==> config.mk <==
export PLATFORM = sky130hd
export DESIGN_NAME = mux8_rr_arbiter
export DESIGN_NICKNAME = d
export VERILOG_FILES = /design/src/rtl/mux8_rr_arbiter.sv
export SDC_FILE = /design/constraint.sdc
export NUM_CORES = 1
export LEC_CHECK = 0
export ABC_AREA = 1
export CAP_MARGIN = 40
export CORE_ASPECT_RATIO = 0.6
export CORE_MARGIN = 8
export CORE_UTILIZATION = 49
export DETAILED_ROUTE_END_ITERATION = 8
export PLACE_DENSITY = 0.74
export SLEW_MARGIN = 25
export SYNTH_ARGS = -nofsm -noshare
export SYNTH_HDL_FRONTEND = slang
export SYNTH_SLANG_ARGS = --single-unit
==> constraint.sdc <==
create_clock -name clock -period 2.3 [get_ports clock]
set_input_delay 0.23 -clock clock [delete_from_list [all_inputs] [get_ports clock]]
set_output_delay 0.23 -clock clock [all_outputs]
set_load 0.01 [all_outputs]
==> src/rtl/mux8_rr_arbiter.sv <==
// Round-robin arbiter for a shared 32-bit mux8 datapath: one-hot grant, registered
// select, hold-limit revocation and a one-cycle bubble between successive owners.
module mux8_rr_arbiter #(
    parameter int MAX_HOLD = 16,
    parameter int SEL_W    = 5,
    parameter int CNT_W    = 5
) (
    input  logic             clock,
    input  logic             reset,
    input  logic [7:0]       req,
    input  logic             owner_release,
    output logic [7:0]       grant,
    output logic [SEL_W-1:0] sel,
    output logic             busy,
    output logic             timeout
);

    localparam logic [1:0]       ST_IDLE    = 2'd0;
    localparam logic [1:0]       ST_OWN     = 2'd1;
    localparam logic [1:0]       ST_HANDOFF = 2'd2;
    localparam logic [CNT_W-1:0] HOLD_LAST  = CNT_W'(MAX_HOLD - 1);

    // Returns {found, index}; scanning offsets high-to-low lets the nearest
    // requester after 'last' overwrite farther ones.
    function automatic logic [3:0] rr_pick(input logic [7:0] r, input logic [2:0] last);
        logic [3:0] res;
        logic [2:0] idx;
        res = 4'd0;
        for (int i = 8; i >= 1; i--) begin
            idx = last + 3'(i);
            if (r[idx]) begin
                res = {1'b1, idx};
            end
        end
        return res;
    endfunction

    logic [1:0]       state_q, state_d;
    logic [7:0]       grant_q, grant_d;
    logic [SEL_W-1:0] sel_q, sel_d;
    logic             busy_q, busy_d;
    logic             timeout_q, timeout_d;
    logic [CNT_W-1:0] hold_cnt_q, hold_cnt_d;
    logic [2:0]       last_winner_q, last_winner_d;
    logic [3:0]       pick_s;
    logic             rel_end_s, drop_end_s, limit_end_s;

    // Next-state and next-output computation for the IDLE/OWN/HANDOFF machine.
    always_comb begin
        state_d       = state_q;
        grant_d       = grant_q;
        sel_d         = sel_q;
        busy_d        = busy_q;
        timeout_d     = 1'b0;
        hold_cnt_d    = hold_cnt_q;
        last_winner_d = last_winner_q;
        pick_s        = rr_pick(req, last_winner_q);
        rel_end_s     = owner_release;
        drop_end_s    = ~req[last_winner_q];
        limit_end_s   = (hold_cnt_q == HOLD_LAST);

        case (state_q)
            ST_IDLE, ST_HANDOFF: begin
                if (pick_s[3]) begin
                    state_d       = ST_OWN;
                    grant_d       = 8'd1 << pick_s[2:0];
                    sel_d         = SEL_W'(pick_s[2:0]);
                    last_winner_d = pick_s[2:0];
                    hold_cnt_d    = '0;
                    busy_d        = 1'b1;
                end else begin
                    state_d = ST_IDLE;
                    grant_d = 8'd0;
                    busy_d  = 1'b0;
                end
            end
            ST_OWN: begin
                if (rel_end_s || drop_end_s || limit_end_s) begin
                    state_d    = ST_HANDOFF;
                    grant_d    = 8'd0;
                    busy_d     = 1'b0;
                    hold_cnt_d = '0;
                    // Revocation is flagged only when the owner still wanted the bus.
                    timeout_d  = limit_end_s & ~rel_end_s & ~drop_end_s;
                end else begin
                    hold_cnt_d = hold_cnt_q + CNT_W'(1);
                end
            end
            default: begin
                state_d    = ST_IDLE;
                grant_d    = 8'd0;
                busy_d     = 1'b0;
                hold_cnt_d = '0;
            end
        endcase
    end

    // State and output registers with synchronous reset.
    always_ff @(posedge clock) begin
        if (reset) begin
            state_q       <= ST_IDLE;
            grant_q       <= 8'd0;
            sel_q         <= '0;
            busy_q        <= 1'b0;
            timeout_q     <= 1'b0;
            hold_cnt_q    <= '0;
            last_winner_q <= 3'd7;
        end else begin
            state_q       <= state_d;
            grant_q       <= grant_d;
            sel_q         <= sel_d;
            busy_q        <= busy_d;
            timeout_q     <= timeout_d;
            hold_cnt_q    <= hold_cnt_d;
            last_winner_q <= last_winner_d;
        end
    end

    assign grant   = grant_q;
    assign sel     = sel_q;
    assign busy    = busy_q;
    assign timeout = timeout_q;

endmodule

==> Word-level counts from Yosys, hierarchy flattened <==
Cells that the tools add are included.
{ "op_classes": {"mux": 36, "eq_ne": 5, "n_shift": 1, "reduce_logical": 6, "magnitude_cmp": 8, "addsub": 8, "bitwise": 6} }
{ "ops": {"columns": ["operator", "count"], "rows": [
  ["$lt A3 B4 Y1 const B", 8],
  ["$mux W4", 8],
  ["$bmux W1 S3", 8],
  ["$mux W8", 2],
  ["$pmux W8 S2", 1],
  ["$add A3 B3 Y3 const B", 4],
  ["$mux W1", 11],
  ["$mux W5", 2],
  ["$pmux W5 S2", 1],
  ["$shl A1 B3 Y8 const A", 1],
  ["$add A3 B2 Y3 const B", 2],
  ["$add A5 B1 Y5 const B", 1],
  ["$eq A5 B4 Y1 const B", 1],
  ["$ne A2 B2 Y1 const B", 2],
  ["$not A1 Y1", 4],
  ["$pmux W2 S2", 1],
  ["$add A3 B1 Y3 const B", 1],
  ["$reduce_or A3 Y1", 1],
  ["$and A1 B1 Y1", 2],
  ["$eq A2 B1 Y1 const B", 1],
  ["$eq A2 B2 Y1 const B", 1],
  ["$logic_not A2 Y1", 1],
  ["$logic_or A1 B1 Y1", 2],
  ["$mux W2", 1],
  ["other kinds (3)", 3]
]} }
{ "totals": {"elab_cells": 77, "in_bits": 11, "out_inout_bits": 15, "ff_bits": 23} }

==> Logic depth before layout (Yosys ltp) <==
{ "depth": {"depth_word": 13, "ltp_mapped": 23, "depth_no_buf": 21} }

==> Worst setup path before layout <==
OpenSTA, ideal clock, no wires.
{ "synth_path": {"path_type": "reg2reg", "start": "register last_winner_q[0]", "end": "register grant_q[2], in the netlist grant[2]", "synth_period_minus_slack_ns": 2.314, "arrival_time_ns": 2.185, "setup_ns": 0.129, "required_time_ns": 2.171, "path_stages_with_launch": 19, "path_slack_ns": -0.014, "n_path_buf": 2, "path_cell_list": "dfxtp_1 -> buf_6 -> inv_4 -> buf_8 -> ha_1 -> inv_2 -> nand3_2 -> nand2_1 -> nor2_2 -> a31oi_4 -> inv_2 -> nor2_4 -> nand4_4 -> nand2_4 -> inv_4 -> nand3_2 -> nor2_1 -> nor2_1 -> nor2_1"} }
{ "synth_between": {"elab_chain_cells": 13, "word_cells_on_any_way": 38, "cone_classes": "add/sub (7); eq/ne (1); shift (1); mux (26); bitwise (1); reduce/logical (2)"} }
{ "synth_rtl": {"columns": ["item", "line", "text"], "rows": [
  ["start: declaration", "44", "logic [2:0] last_winner_q, last_winner_d;"],
  ["start signal: assignment", "115", "last_winner_q <= last_winner_d;"],
  ["$add A3 B3 Y3 / $bmux W1 S3 (equally long branches)", "30, 31, 59", null],
  ["$bmux W1 S3 / $mux W1 (equally long branches)", "31, 59", null],
  ["$mux W1 (implied by the code) / $mux W4 (equally long branches)", "31", "if (r[idx]) begin"],
  ["$mux W4 (7 in a row)", "31", null],
  ["$shl A1 B3 Y8", "66", "grant_d = 8'd1 << pick_s[2:0];"],
  ["$mux W8", "64", "if (pick_s[3]) begin"],
  ["$pmux W8 S2", "62", "case (state_q)"],
  ["end signal: assignment", "110", "grant_q <= grant_d;"],
  ["end: declaration", "39", "logic [7:0] grant_q, grant_d;"]
]} }
Parallel ways exist; a longest one is shown, timed or not. The select of a mux whose other input is x is not followed.
A chain may end at the register's enable or synchronous reset.

==> Worst setup path after layout <==
{ "layout_path": {"start": "register last_winner_q[0]", "end": "register grant_q[6], in the netlist grant[6]"} }
The elaborated chain is that of the path after synthesis.

==> metrics <==
status=complete, no violations; Synth Area in Compound Gates=11.4%; Worst-path clk slew=0.08 ns; Final Skew=0.00398 ns; worst path required time=2.50 ns; final core area utilization=65.2%; Total GRT Usage=15.6%; DP Wirelength=3.55 mm; Yosys top cell area share=27.0%; CTS Buffer Depth=2; H-tree levels=1; gr ovfl total=0; Fmax=457 MHz; startpoint type of the worst setup path=flop; CTS tree=yes; Synth Area in XOR/XNOR=1.47%; Clock Latency Late Sink=0.26 ns; Die Ht=61.7 µm; Chip Width=92.2 µm; Syn Std Cell Area=1710 µm²; # setup viols final=0; drt total wl=4.38 mm; Core ar.=3300 µm²; initial antenna violation count=0; Critical Path, Cell by Cell=ha_1 -> xnor2_4 -> nor2_2 -> a31oi_4 -> inv_2 -> a31oi_1 -> nand2_1 -> nand2_1 -> buf_4 -> nand3_1 -> a21oi_1; YS warnings=0; most used cell, CP=nand2_1; pin count of the biggest net entering global routing=15; critical path type=flop to flop; Synth Area in Adders=2.93%; clock buffers created by TritonCTS=3; drt drc=0; Post-DRT Antenna Nets=0; area leader, netlist=dfxtp_1; CP max stage delay=0.37 ns; effective utilization at floorplan=51.7%; syn_area_per_cell=6.59 µm²; final net count=308; final worst path period share=95.1%; max cap viols=0; I/O pin cnt=26; Slew Viols, Final=0; most frequent cells in the layout=63 x nand2_1, 35 x nor2_1, 26 x nand3_1; largest fanout on the critical path=5; Slowest-stage cell, CP=dfxtp_4; Root Buffer=clkbuf_8; largest family of logic cells by synthesized area=simple AND/OR/NAND/NOR gates; Initial DRT Pass Iterations=5; FP Rows=16; Post-CTS Setup Bufs=0; initial drt markers=128; Worst Path Buf+Inv=2; GP Congestion=1.02; Tmin final=2.19 ns; layout cells sized above 1=24.3%; Cells after Synth=259; global-route wire length before repair=7.11 mm; Die ar.=5690 µm²; number of global-route vias before repair=1,549; Sink Count=23; post-synthesis mux area share=0%; PortBufs=23; HP Class=flop to flop; Setup crit end kind=flop; TNS Setup=0 ns; arrival time worst endpoint=2.38 ns; routed length per instance=13.0 µm; register area share after synthesis=27.0%; Synth cell types=37; RSZ-0062 raised after global routing=true; Synth Area in Simple Gates=46.0%; Top delay family on crit path=compound AO/OA/AOI/OAI gates; via count=1,736; synthesized flop and latch total=23; commonest non-fill, non-tap cell in the layout=nand2_1; Area growth syn-to-layout=26.2%; final hold violations=0; synth top area cells=dfxtp_1 27%, nand2_1 14%, nand3_1 8.5%; ANT cells=0; via/cell ratio=5.15
-- synth_stat cells (all sizes together) --
master,instances
clkinv,1
a31oi,3
clkbuf,1
o21ai,7
dfxtp,23
inv,33
buf,5
or3,1
xor2,1
nand2,78
and3,1
nand4,1
o21a,1
o211ai,4
ha,4
conb,1
xnor2,1
a21oi,14
or2,2
nand3,37
nor2,40
-- state kept, by name (all words and copies together), names as in the netlist --
name and count:
grant 8, hold_cnt_q 5, state_q 2, busy 1, timeout 1, sel 3, last_winner_q 3
-- kinds of logic (layout without fill, tap and decap cells) --
logic type,Yosys count,in the layout
buffers and inverters,40,72
adder cells (fa/ha/maj),4,4
XOR/XNOR,2,2
AO/OA/AOI/OAI,29,29
other,1,2
AND/OR/NAND/NOR,160,160
flip-flops,23,23
-- final timing paths --
| check | start | to | slack, ns | cells after the start |
|---|---|---|---|---|
| worst max-delay path | last_winner_q[0] | grant[6] | 0.11 | 11 |
| worst min-delay path | sel[0] | sel[0] | 0.47 | 2 |
| worst max register to register | last_winner_q[0] | grant[6] | 0.11 | 11 |
| worst min register to register | sel[0] | sel[0] | 0.47 | 2 |
-- per-layer routing --
layer  global-route usage (%)  share of wire, %  vias to the layer above
li1                         -                 -                      894
met1                     22.8                55                      773
met2                     22.4                38                       66
met3                     4.80               7.2                        3
met4                     1.59              0.18                        0
met5                        0                 0                        -
-- layout make-up --
type                       instances  area (µm²)
clock buffer                       3        41.3
clock inverter                     1        5.00
fill                             290        1150
inverter                          34         141
multi-input combinational        197        1120
sequential                        23         469
tap                               45        56.3
timing repair buffer              34         317
-- per-stage QoR --
stage,setup WS (ns),cells,hold slack [ns],area [µm²]
floorplan,0.119,260,0.299,1720
global placement,0.0493,333,0.454,2040
detailed placement,0.0355,333,0.455,2040
CTS,0.00412,337,0.470,2090
global route,0.00864,337,0.488,2150
finish,0.113,337,0.469,2150
-- repair_timing --
action / 4_1_cts / 5_1_grt
endpoints found under the setup margin: 0 / 17
hold buffers: 0 / 0
resized for setup: 0 / 16
-- worst reg2reg max path: stages, from the launching register on --
cell	delay [ns]
dfxtp_4	0.37
ha_1	0.26
xnor2_4	0.29
nor2_2	0.11
a31oi_4	0.16
inv_2	0.09
a31oi_1	0.22
nand2_1	0.15
nand2_1	0.13
buf_4	0.13
nand3_1	0.08
a21oi_1	0.13
Power is left out: the tool's default activity adds up to more than one toggle a clock period on the data nets, which glitch-free logic cannot reach.
